$ cat config.mk
export PLATFORM = sky130hd
export DESIGN_NAME = mult_control
export DESIGN_NICKNAME = d
export VERILOG_FILES = /design/src/rtl/mult_control.sv
export SDC_FILE = /design/constraint.sdc
export NUM_CORES = 1
export LEC_CHECK = 0
export CELL_PAD_IN_SITES_DETAIL_PLACEMENT = 0
export CELL_PAD_IN_SITES_GLOBAL_PLACEMENT = 2
export CORE_UTILIZATION = 20
export CTS_CLUSTER_DIAMETER = 80
export DETAILED_ROUTE_END_ITERATION = 16
export MAX_ROUTING_LAYER = met4
export PLACE_DENSITY_LB_ADDON = 0.1
export SETUP_SLACK_MARGIN = 0.4
export SYNTH_ARGS = -nofsm -noshare
export SYNTH_HDL_FRONTEND = slang
export SYNTH_SLANG_ARGS = --single-unit
$ cat constraint.sdc
create_clock -name clk -period 1.3 [get_ports clk]
set_input_delay 0.26 -clock clk [delete_from_list [all_inputs] [get_ports clk]]
set_output_delay 0.26 -clock clk [all_outputs]
set_load 0.05 [all_outputs]
$ cat src/rtl/mult_control.sv
// -----------------------------------------------------------------------------
// mult_control
//
// Sequencing controller for a nibble-serial 8x8 multiplier. The datapath has
// one 4x4 multiplier, a nibble-shift unit and a 16-bit accumulator. This block
// walks the datapath through the four partial products
//   a_lo*b_lo (<<0, load), a_hi*b_lo (<<4), a_lo*b_hi (<<4), a_hi*b_hi (<<8)
// and reports busy/done to the host.
//
// Parameters
//   HOLD_DONE  1: done held in DONE until start goes low; 0: one-cycle done
//   START_EDGE 1: launch on start rising edge;   0: launch on start level
//
// Ports
//   clk          system clock, rising edge
//   reset_a      asynchronous active-low reset
//   start        multiply request from the host
//   a_sel        operand A nibble select (0 = A[3:0], 1 = A[7:4])
//   b_sel        operand B nibble select (0 = B[3:0], 1 = B[7:4])
//   shift_cntrl  shift code (000 = x1, 001 = <<4, 010 = <<8, 111 = illegal state)
//   accum_en     accumulator captures this cycle
//   accum_load   with accum_en: load the shifted product instead of adding it
//   busy         high in LSB, MID and MSB
//   done         result valid in the accumulator
//   state_out    current state encoding for debug display
// -----------------------------------------------------------------------------
module mult_control #(
    parameter bit HOLD_DONE  = 1'b1,
    parameter bit START_EDGE = 1'b1
) (
    input  logic       clk,
    input  logic       reset_a,
    input  logic       start,
    output logic       a_sel,
    output logic       b_sel,
    output logic [2:0] shift_cntrl,
    output logic       accum_en,
    output logic       accum_load,
    output logic       busy,
    output logic       done,
    output logic [2:0] state_out
);

    typedef enum logic [2:0] {
        IDLE = 3'b000,
        LSB  = 3'b001,
        MID  = 3'b010,
        MSB  = 3'b011,
        DONE = 3'b100
    } state_e;

    // The state register is kept as a plain 3-bit vector so that the three
    // unused encodings are representable and recover through the default arm.
    logic [2:0] state;
    logic       cnt;      // MID sub-step: 0 = a_hi*b_lo, 1 = a_lo*b_hi
    logic       start_q;  // start delayed one cycle, for edge detection
    logic       launch;

    // Launch only affects the next state; outputs never see start directly.
    assign launch = START_EDGE ? (start & ~start_q) : start;

    // NOTE: sequential state uses non-blocking assignments so every register
    // samples pre-edge values regardless of statement order.
    always_ff @(posedge clk or negedge reset_a) begin
        if (!reset_a) begin
            state   <= IDLE;
            cnt     <= 1'b0;
            start_q <= 1'b0;
        end else begin
            // Tracked in every state so a start held through DONE is not seen
            // as a fresh edge when the FSM returns to IDLE.
            start_q <= start;
            case (state)
                IDLE: begin
                    if (launch) begin
                        state <= LSB;
                        cnt   <= 1'b0;
                    end
                end
                LSB: begin
                    state <= MID;
                    cnt   <= 1'b0;
                end
                MID: begin
                    if (!cnt) begin
                        cnt <= 1'b1;
                    end else begin
                        state <= MSB;
                        cnt   <= 1'b0;
                    end
                end
                MSB: begin
                    state <= DONE;
                end
                DONE: begin
                    if (!HOLD_DONE || !start) begin
                        state <= IDLE;
                    end
                end
                default: begin
                    state <= IDLE;
                    cnt   <= 1'b0;
                end
            endcase
        end
    end

    // Output decode from state and cnt only.
    // NOTE: every output gets a default before the case so no path through
    // the block leaves a signal unassigned, which would infer a latch.
    always_comb begin
        a_sel       = 1'b0;
        b_sel       = 1'b0;
        shift_cntrl = 3'b000;
        accum_en    = 1'b0;
        accum_load  = 1'b0;
        busy        = 1'b0;
        done        = 1'b0;
        case (state)
            IDLE: begin
            end
            LSB: begin
                accum_en   = 1'b1;
                accum_load = 1'b1;
                busy       = 1'b1;
            end
            MID: begin
                a_sel       = ~cnt;
                b_sel       = cnt;
                shift_cntrl = 3'b001;
                accum_en    = 1'b1;
                busy        = 1'b1;
            end
            MSB: begin
                a_sel       = 1'b1;
                b_sel       = 1'b1;
                shift_cntrl = 3'b010;
                accum_en    = 1'b1;
                busy        = 1'b1;
            end
            DONE: begin
                done = 1'b1;
            end
            default: begin
                // Illegal encoding: flag it on the shift code, keep the
                // accumulator and host handshake quiet.
                shift_cntrl = 3'b111;
            end
        endcase
    end

    assign state_out = state;

endmodule
Word level (Yosys, flattened, before mapping)
Cells that the tools add are included.
{"block": "totals", "ff_bits": 5, "output_inout_bits": 12, "word_cells": 33}
{"block": "classes", "n_eq_ne": 7, "mux": 13, "n_bitwise": 4, "reduce_logical": 6}
{"operator": "3-bit case mux with 5 select lines", "n": 1}
{"operator": "3-bit two-way mux", "n": 3}
{"operator": "3-bit case mux with 3 select lines", "n": 1}
{"operator": "3-bit by 2-bit equality test with 1-bit output, second input constant", "n": 2}
{"operator": "2-bit != test, second input constant", "n": 3}
{"operator": "3-bit OR reduction", "n": 2}
{"operator": "1-bit two-way mux", "n": 5}
{"operator": "1-bit case mux with 2 select lines", "n": 2}
{"operator": "3-bit by 1-bit equality test with 1-bit output, second input constant", "n": 1}
{"operator": "3-bit equality test, second input constant", "n": 1}
{"operator": "3-bit logical NOT", "n": 1}
{"operator": "1-bit NOT", "n": 3}
{"operator": "1-bit case mux with 3 select lines", "n": 1}
{"operator": "3-bit AND reduction", "n": 1}
{"operator": "2-bit AND reduction", "n": 1}
{"operator": "2-bit OR reduction", "n": 1}
{"operator": "1-bit bitwise AND", "n": 1}

Depth between registers and ports, before layout
{"block": "logic_depth", "word_depth": 4, "ltp_mapped": 4}

Least setup slack after synthesis
Ideal clock, no wire load.
{"block": "synth_timing", "kind": "reg2out", "startpoint": "register state[0], in the netlist state_out[0]", "endpoint": "output accum_load", "arrival_ps": 2070, "required_time_ps": 1040, "path_slack_ps": -1030, "path_stages_with_launch": 4, "cell_sequence": "dfrtp_1 -> buf_2 -> inv_1 -> nor3_1"}
{"block": "synth_via", "elab_chain_len": 2}
{"element": "start: declaration", "line": "54", "source": "logic [2:0] state;"}
{"element": "start signal: assignment", "line": "66", "source": "state <= IDLE;"}
{"element": "start signal: assignment", "line": "76", "source": "state <= LSB;"}
{"element": "start signal: assignment", "line": "81", "source": "state <= MID;"}
{"element": "3-bit by 1-bit equality test with 1-bit output", "line": "119", "source": "case (state)"}
{"element": "1-bit two-way mux", "line": "119"}
{"element": "end: declaration", "line": "38", "source": "output logic accum_load,"}
Every way passes these cells.

Worst setup path in the final report
{"block": "layout_timing", "startpoint": "register state[2], in the netlist state_out[2]", "endpoint": "output a_sel"}
{"block": "layout_via", "elab_chain_len": 2, "elab_cells_between_ends": 3, "cone_classes": "2 x eq/ne; 1 x mux"}
{"element": "3-bit by 2-bit equality test with 1-bit output", "line": "119"}
{"element": "1-bit case mux with 2 select lines (*)", "line": "119"}
{"element": "end: declaration", "line": "34", "source": "output logic a_sel,"}
Every way passes the cells marked *; elsewhere a longest branch is shown, timed or not.

==> metrics.log <==
[metrics] outcome: complete, but fails checks
[metrics] failing checks: negative setup slack
[metrics] number of standard cells in the layout, taps in and fillers out: 75
[metrics] worst hold path class: in -> async
[metrics] setup repair after global routing missed its margin: yes
[metrics] Initial Util: 22.5%
[metrics] worst max-slew margin expressed relative to the limit: approximately 85%
[metrics] DRT Pass-1 Iters: 2
[metrics] measured slew at the worst slew-check pin: about 230 ps
[metrics] Sink Count: 5
[metrics] antenna cells: 0
[metrics] total routing resource utilization after global routing: 12.5%
[metrics] total grt overflow: 0
[metrics] number of fill cells: 121
[metrics] sort of element at the start of the critical path: flip-flop
[metrics] synthesis warning total: 0
[metrics] area enclosed by the die boundary: 1700 sq um
[metrics] number of global-route vias before repair: 307
[metrics] maximum number of pins on one net before global-route repair: 7
[metrics] flops & latches, synth: 5
[metrics] smallest setup slack after layout: -233 ps
[metrics] die span in y: 41.2 um
[metrics] Max Clock Skew: 6.42 ps
[metrics] half-perimeter wire length after detailed placement: 610 um
[metrics] arrival time of the worst setup path: 1270 ps
[metrics] number of nets in the layout: 64
[metrics] TritonCTS clock tree: yes
[metrics] number of buffers on the longest clock path: 2
[metrics] syn_area_per_cell: between 9 and 10 sq um
[metrics] period utilisation layout: 118%
[metrics] Clock H-tree levels: 1
[metrics] Critical Path Fanout Max: 6
[metrics] number of design rule violations left after detail routing: 0
[metrics] post-DR wirelength/cell: 10.6 um
[metrics] area delta synth->final: 154%
[metrics] Inst Count DP: between 60 and 70
[metrics] antenna violations before repair: 0
[metrics] max frequency: about 650 MHz
[metrics] Iter 0 DRT Violations: 2
[metrics] area used by multi-input combinational logic: 219 sq um
[metrics] register area share after synthesis: 40.7%
[metrics] input/output buffers: 14
[metrics] sequential cell area: 129 sq um
[metrics] Finished Core Util: 57.3%
[metrics] number of antenna-violating nets in the routed design: 0
[metrics] Period minus WS final: 1530 ps
[metrics] total of endpoints with negative setup slack in the final report: 11
[metrics] core region area: 1370 sq um
[metrics] source-to-sink clock delay at the later pin of the worst-skew pair: 250 ps
[metrics] number of buffers created by CTS: 3
[metrics] first-pass GRT wire length: about 1.3 mm
[metrics] total detailed-routing wirelength: a little under 800 um
[metrics] number of different library cells in the post-synthesis netlist: 23
[metrics] path type of the worst setup path: reg -> out
[metrics] number of hold-slack violations in the final timing report: 0
[metrics] endpoint required time on the critical path: 1040 ps
[metrics] count of mapped cells out of synthesis: 32
[metrics] width of the die: 41.2 um
[metrics] count of pins over their slew limit: 0
[metrics] root buffer selected by CTS: sky130_fd_sc_hd__clkbuf_4
[metrics] nature of the critical path endpoint: output pin
[metrics] Max Cap Violations: 0
[metrics] clock slew seen by the registers of the worst setup and hold paths: roughly 50 ps
[metrics] row cnt: 13
[metrics] weighted congestion at the end of routability-driven global placement: 0.737
[metrics] drt via density: 4.39
[metrics] share of cells above drive strength 1: between 70% and 80%
[metrics] post-cts hold buffer count: 0
[metrics] number of vias after detailed routing: 329
[metrics] post-synth net total: 35
[metrics] number of I/O pins: 15
[metrics] area of the mapped netlist: 308 sq um
-- per-stage QoR --
stage               cell area (sq um)  setup WS, ps  TNS [ps]  hold WS, ps
floorplan                         394          -271     -1420        -35.6
global placement                  673         -41.9     -41.9          495
detailed placement                673         -86.9      -144          500
CTS                               779          -239     -1820          241
global route                      783          -272     -2240          250
finish                            783          -233     -1730          232
-- registers in the layout, summed over array words and instances, names as in the netlist --
register   cells
cnt            1
start_q        1
state_out      3
-- metal layers --
layer  GRT usage [%]  wire length [um]
met5               -                 0
met4            2.42                 9
met3            6.52                55
met2            22.3               446
met1            11.9               280
-- path summary, 6_finish.rpt --
path,cells past startpoint,from,endpoint,slack [ps]
min,1,reset_a,state_out[1]$_DFFE_PN0P_,230
min reg2reg,2,start_q$_DFF_PN0_,state_out[0]$_DFFE_PN0P_,550
max,3,state_out[2]$_DFFE_PN0P_,a_sel,-230
min in group clk,2,start_q$_DFF_PN0_,state_out[0]$_DFFE_PN0P_,550
max in group asynchronous,1,reset_a,state_out[0]$_DFFE_PN0P_,860
max reg2reg,4,state_out[0]$_DFFE_PN0P_,cnt$_DFFE_PN0P_,-30
-- logic make-up after synthesis --
family	after synthesis	share of synthesized area, %
muxes	1	3.66
AOI/OAI and AO/OA	4	9.35
xor gates and xnor gates	2	5.69
buffers and inverters	5	10.2
DFF	5	40.7
adders and majority gates	1	3.25
and+or+nand+nor	14	27.2
-- timing repair --
action | CTS | global route
cloned | 0 | 0
resized for setup | 10 | 1
setup endpoints to repair | 16 | 16
setup buffers | 6 | 0
pin swaps | 8 | 3
-- cell type report --
class / count / share of cell area (%)
Clock buffer: 4 / 3.35
Inverter: 1 / 0.479
Multi-Input combinational cell: 22 / 28.0
Tap cell: 15 / 2.40
Timing Repair Buffer: 28 / 49.4
Sequential cell: 5 / 16.5
-- critical path: stages (launching register included) --
cell and delay (ps):
sky130_fd_sc_hd__dfrtp_2 440, sky130_fd_sc_hd__or2b_4 300, sky130_fd_sc_hd__a21oi_4 140, sky130_fd_sc_hd__buf_12 150
-- cell usage after synthesis --
library cell	instances	area, sq um
sky130_fd_sc_hd__a211oi_2	1	12.5
sky130_fd_sc_hd__a21oi_1	1	5.00
sky130_fd_sc_hd__and2_1	1	6.26
sky130_fd_sc_hd__buf_2	1	5.00
sky130_fd_sc_hd__buf_4	1	7.51
sky130_fd_sc_hd__buf_6	1	11.3
sky130_fd_sc_hd__clkbuf_1	1	3.75
sky130_fd_sc_hd__dfrtp_1	5	125
sky130_fd_sc_hd__inv_1	1	3.75
sky130_fd_sc_hd__maj3_1	1	10.0
sky130_fd_sc_hd__mux2_2	1	11.3
sky130_fd_sc_hd__nand2_1	1	3.75
sky130_fd_sc_hd__nand4bb_1	1	11.3
sky130_fd_sc_hd__nor2_1	5	18.8
sky130_fd_sc_hd__nor2b_1	1	6.26
sky130_fd_sc_hd__nor3_1	1	5.00
sky130_fd_sc_hd__nor3b_1	1	7.51
sky130_fd_sc_hd__o21ai_0	1	5.00
sky130_fd_sc_hd__o22ai_1	1	6.26
sky130_fd_sc_hd__or2b_1	1	7.51
sky130_fd_sc_hd__or3b_1	2	17.5
sky130_fd_sc_hd__xnor2_1	1	8.76
sky130_fd_sc_hd__xor2_1	1	8.76
-- layout by cell type (no fill, tap or decap), drive strengths merged --
master and instances:
a211oi 1, a21oi 1, and2 1, buf 26, clkbuf 4, clkdlybuf4s50 2
dfrtp 5, inv 1, maj3 1, mux2 1, nand2 1, nand4bb 1
nor2 5, nor2b 1, nor3 1, nor3b 1, o21ai 1, o22ai 1
or2b 1, or3b 2, xnor2 1, xor2 1
Power is not shown: default switching activity piles up to over one toggle a cycle in this logic, so the estimate is an artifact.
==> variant 1, RTL diff (config.mk and constraints unchanged) <==
The parameter `HOLD_DONE` goes from 1'b1 to 1'b0.
--- a/src/rtl/mult_control.sv
+++ b/src/rtl/mult_control.sv
@@ -26,5 +26,5 @@
 // -----------------------------------------------------------------------------
 module mult_control #(
-    parameter bit HOLD_DONE  = 1'b1,
+    parameter bit HOLD_DONE  = 1'b0,
     parameter bit START_EDGE = 1'b1
 ) (
Formal check against the unedited RTL: not equivalent (Yosys sat finds a counterexample within 10 cycles, from zero or initial values and one cycle with reset_a low).
==> variant 1 against the original RTL <==
The flow still finishes with violations (negative setup slack); clock skew fell by 0.0056 ns; sequential cell count unchanged; wire length rose by 35%; area after synthesis shrank 7.7%; fmax decreased by 0.18%; worst setup slack lost 0.0027 ns; count of clock-buffer cells in the layout did not move; final area increased by 7.0%; first-iteration DRC count rose to 2.5 times the old value; non-clock buffer count is 3 higher; hold slack worse by 0.0020 ns; critical path type unchanged.
Power is not shown: default switching activity piles up to over one toggle a cycle in this logic, so the estimate is an artifact.
==> variant 1: results (changes against the original RTL) <==
| Metric | Value |
|---|---|
| Slowest cell delay on critical path | `0.42 ns (-0.02 ns)` |
| Number of global-route vias before repair | `328 (+6.8%)` |
| GRT Overall Usage | `0.153 (+0.0283)` |
| Worst-skew pair later-pin latency | `0.25 ns (about the same)` |
| R2R setup slack | `-0.10 ns (-0.07 ns)` |
| Count of cell types in the netlist | `17 (-26%)` |
| Commonest cells post-synth | `nor2_1 (7), dfrtp_1 (5), a21oi_1 (3), nand2_1 (3)` |
| Failing checks | `negative setup slack` |
| Routed len/inst | `13.4 um (+26%)` |
| Worst R2R End | `state_out[0]$_DFFE_PN0P_` |
| Worst r2r src | `state_out[1]$_DFFE_PN0P_` |
| Total wire length | `1070 um (+35%)` |
| Outcome | `complete, but fails checks` |
| Worst slew margin | `0.826 (-0.0224)` |
| Syn_area_per_cell | `8.61 um2 (-11%)` |
| Starting DRT DRC Count | `5 (+3)` |
| Fin nets | `69 (+7.8%)` |
| First-pass GRT wire length | `1480 um (+17%)` |
| GPL Wtd Cong | `0.674 (-8.6%)` |
| Final setup viols | `14 (+3)` |
| Sequential fraction of the synthesis area | `0.441 (+0.0340)` |
| Final TNS setup | `-2.26 ns (-0.537 ns)` |
| DP Wirelength | `610 um (about the same)` |
| Main area contributors after synthesis | `dfrtp_1 (44%), nor2_1 (9.3%), or3b_1 (6.2%)` |
| Fill cells | `103 (-15%)` |
| Routed via count | `359 (+9.1%)` |
| TritonRoute pass-1 iters | `5 (+3)` |
| Fin worst setup slack | `-0.236 ns (-0.00273 ns)` |
| Yosys warns | `0 (unchanged)` |
| Clk_skew | `0.000788 ns (-0.00563 ns)` |
| Share of cells above drive strength 1 | `0.738 (-0.0115)` |
| CP Data Arrival Time | `1.28 ns` |
| Number of buffers created by CTS | `3 (unchanged)` |
| Synth Net Count | `36 (+2.9%)` |
==> variant 1: changes by cell type after synthesis <==
| cell | delta |
|---|---|
| nand2_1 | +2 |
| xnor2_1 | -1 |
| nand2b_1 | +1 |
| nand4bb_1 | -1 |
| nor2_1 | +2 |
| a21oi_1 | +2 |
| buf_6 | -1 |
| maj3_1 | -1 |
| o21ai_0 | -1 |
| or2b_1 | +1 |
| mux2_2 | -1 |
| nor3_1 | -1 |
==> variant 1: cell families after synthesis <==
| logic type | count (synthesis) | share of synthesized area |
|---|---|---|
| AND/OR/NAND/NOR | 18 | 0.339 |
| AO/OA/AOI/OAI | 5 | 0.119 |
| flip-flops | 5 | 0.441 |
| buffers and inverters | 4 | 0.0705 |
| XOR/XNOR | 1 | 0.0308 |
==> variant 1: layer usage <==
metal / routed length (um) / GRT usage
met2: 554 / 0.221
met3: 66 / 0.0852
met1: 448 / 0.186
met5: 0 / -
met4: 0 / 0.0259
==> variant 1: worst max-delay path: cells and delay by family, from the launching register on <==
family          cells  cell delay, ns
flops               1            0.42
compound gates      1            0.14
simple gates        1            0.32
buf+inv             1            0.15
==> variant 1: what timing repair did <==
action                                 CTS  global route
setup buffers                            6             5
pin swaps                                1             2
endpoints found under the hold margin    0             0
setup endpoints to repair               16            16
resized for setup                        7             6
==> variant 1: how the worst min path moves through the flow <==
stage | from | end | depth (start not counted) | slack [ns]
6_report | reset_a | start_q$_DFF_PN0_ | 1 | 0.23
3_5_place_dp | reset_a | start_q$_DFF_PN0_ | 1 | 0.49
4_1_cts | reset_a | start_q$_DFF_PN0_ | 1 | 0.23
2_1_floorplan | reset_a | cnt$_DFFE_PN0P_ | 0 | -0.04
5_1_grt | reset_a | cnt$_DFFE_PN0P_ | 1 | 0.25
3_3_place_gp | reset_a | start_q$_DFF_PN0_ | 1 | 0.49
==> variant 1: final cells by class <==
| type | count | area share |
|---|---|---|
| repair buffers | 31 | 0.537 |
| multi-input cells | 24 | 0.251 |
| flip-flops and latches | 5 | 0.154 |
| clock buffers | 4 | 0.0313 |
| well taps | 15 | 0.0224 |
| inverters | 1 | 0.00448 |
==> variant 1: through the flow <==
step,utilization,worst slack [ns],instance area [um2],hold slack [ns]
finish,0.636,-0.236,838,0.230
global route,0.636,-0.270,838,0.248
CTS,0.592,-0.245,779,0.232
detailed placement,0.520,-0.100,686,0.494
global placement,0.520,-0.0567,686,0.495
floorplan,-,-0.261,373,-0.0356
==> variant 2, RTL diff (same flow settings) <==
Made on the original files. Add an input register stage for `start`; this delays it by one clock. Comments in the files are not updated.
--- a/src/rtl/mult_control.sv
+++ b/src/rtl/mult_control.sv
@@ -50,4 +50,10 @@
     } state_e;
 
+    logic start_r;
+
+    always_ff @(posedge clk) begin
+        start_r <= start;
+    end
+
     // The state register is kept as a plain 3-bit vector so that the three
     // unused encodings are representable and recover through the default arm.
@@ -58,5 +64,5 @@
 
     // Launch only affects the next state; outputs never see start directly.
-    assign launch = START_EDGE ? (start & ~start_q) : start;
+    assign launch = START_EDGE ? (start_r & ~start_q) : start_r;
 
     // NOTE: sequential state uses non-blocking assignments so every register
@@ -70,5 +76,5 @@
             // Tracked in every state so a start held through DONE is not seen
             // as a fresh edge when the FSM returns to IDLE.
-            start_q <= start;
+            start_q <= start_r;
             case (state)
                 IDLE: begin
@@ -94,5 +100,5 @@
                 end
                 DONE: begin
-                    if (!HOLD_DONE || !start) begin
+                    if (!HOLD_DONE || !start_r) begin
                         state <= IDLE;
                     end
Function: changed (a bounded check fails within 4 cycles, from zero or initial values and one cycle with reset_a low).
==> variant 2 against the original RTL <==
Wire length is 22% higher; sequential cell count is 1 higher; worst setup slack better by 0.0028 ns; highest routed layer unchanged; area after synthesis is 4.9% higher; the flow still finishes with violations (negative setup slack); critical endpoint unchanged; synthesized cell count is 9.4% higher; final area is 1.4% higher; first-iteration DRC count is 50% higher.
Power is not shown: default switching activity piles up to over one toggle a cycle in this logic, so the estimate is an artifact.
==> variant 2: results (changes against the original RTL) <==
| Metric | Value |
|---|---|
| Outcome | `complete, but fails checks` |
| Failing checks | `negative setup slack` |
| Placed cell area | `669 um2 (-0.56%)` |
| Starting DRT DRC Count | `3 (+1)` |
| Commonest cells post-synth | `dfrtp_1 (5), nor2_1 (5), nand2_1 (4)` |
| First-pass GRT wire length | `1400 um (+11%)` |
| Worst slew margin | `0.837 (-0.0113)` |
| Post-synth ARST share | `0.833 (-0.167)` |
| Post-route insts no fill | `78 (+4.0%)` |
| Syn_area_per_cell | `9.22 um2 (-4.1%)` |
| Fin worst setup slack | `-0.230 ns (+0.00284 ns)` |
| Share of cells above drive strength 1 | `0.726 (-0.0242)` |
| Worst hold margin | `0.231 ns (-0.000946 ns)` |
| Worst r2r src | `state_out[1]$_DFFE_PN0P_` |
| Main area contributors after synthesis | `dfrtp_1 (39%), dfxtp_1 (6.2%), nor2_1 (5.8%)` |
| Final TNS setup | `-1.84 ns (-0.117 ns)` |
| GRT Overall Usage | `0.113 (-0.0118)` |
| Clk_skew | `0.0139 ns (+0.00752 ns)` |
| DP Wirelength | `589 um (-3.5%)` |
| Largest area contributor in the netlist | `dfrtp_1` |
| Largest net degree at the start of global routing | `8 (+1)` |
| Reg2Reg Depth | `5 (+1)` |
| Synth Net Count | `38 (+8.6%)` |
| GPL Wtd Cong | `0.713 (-3.2%)` |
| Final setup viols | `13 (+2)` |
| TritonRoute pass-1 iters | `4 (+2)` |
| Via density | `4.54 (+3.5%)` |
| Fill cells | `133 (+9.9%)` |
| Worst R2R End | `state_out[0]$_DFFE_PN0P_` |
| Initial antenna violation count | `0 (unchanged)` |
| Total wire length | `967 um (+22%)` |
| Fin nets | `66 (+3.1%)` |
| Count of cell types in the netlist | `21 (-8.7%)` |
| Sequential fraction of the synthesis area | `0.450 (+0.0431)` |
| R2R setup slack | `-0.16 ns (-0.13 ns)` |
-- variant 2: cell types whose count changed in the layout (fill, tap and decap cells not counted), sizes merged --
cell,change
nand2,+3
buf,-2
a21oi,+1
dfxtp,+1
maj3,-1
mux2,-1
nand2b,+1
nor3,-1
o21ai,+1
or2b,+1
xnor2,-1
-- variant 2: worst max-delay path: stages, from the launching register on --
cell and delay (ns):
dfrtp_2 0.41, or2b_4 0.32, a21oi_4 0.14, buf_12 0.15
-- variant 2: cell type report --
cell class / count / area, um2 / share of cell area
Tap cell: 16 / 20.0 / 0.0252
Multi-Input combinational cell: 25 / 219 / 0.276
Inverter: 1 / 3.75 / 0.00472
Clock buffer: 4 / 26.3 / 0.0331
Sequential cell: 6 / 149 / 0.187
Timing Repair Buffer: 26 / 377 / 0.474
-- variant 2: layer usage --
metal / vias up / part of all wire / global-route usage
met5: - / 0 / -
met4: 0 / 0.0083 / 0.0750
met3: 2 / 0.038 / 0.0302
met2: 9 / 0.55 / 0.182
met1: 172 / 0.41 / 0.120
li1: 171 / - / -
-- variant 2: per-stage QoR --
step,util,setup WS (ns)
5_1_grt,0.527,-0.282
3_5_place_dp,0.444,0.00728
6_report,0.527,-0.230
4_1_cts,0.499,-0.243
3_3_place_gp,0.444,0.0316
2_1_floorplan,-,-0.266
-- variant 2: cell families after synthesis --
logic type | Yosys count | synth area share
and+or+nand+nor | 18 | 0.322
AOI/OAI and AO/OA | 6 | 0.120
DFF | 6 | 0.450
buffers and inverters | 4 | 0.0814
xor gates and xnor gates | 1 | 0.0271
-- variant 2: timing repair --
item                                    CTS  global route
pin swaps                                 3             3
endpoints found under the setup margin   16            16
buffers inserted                          6             2
resized for setup                         6             8
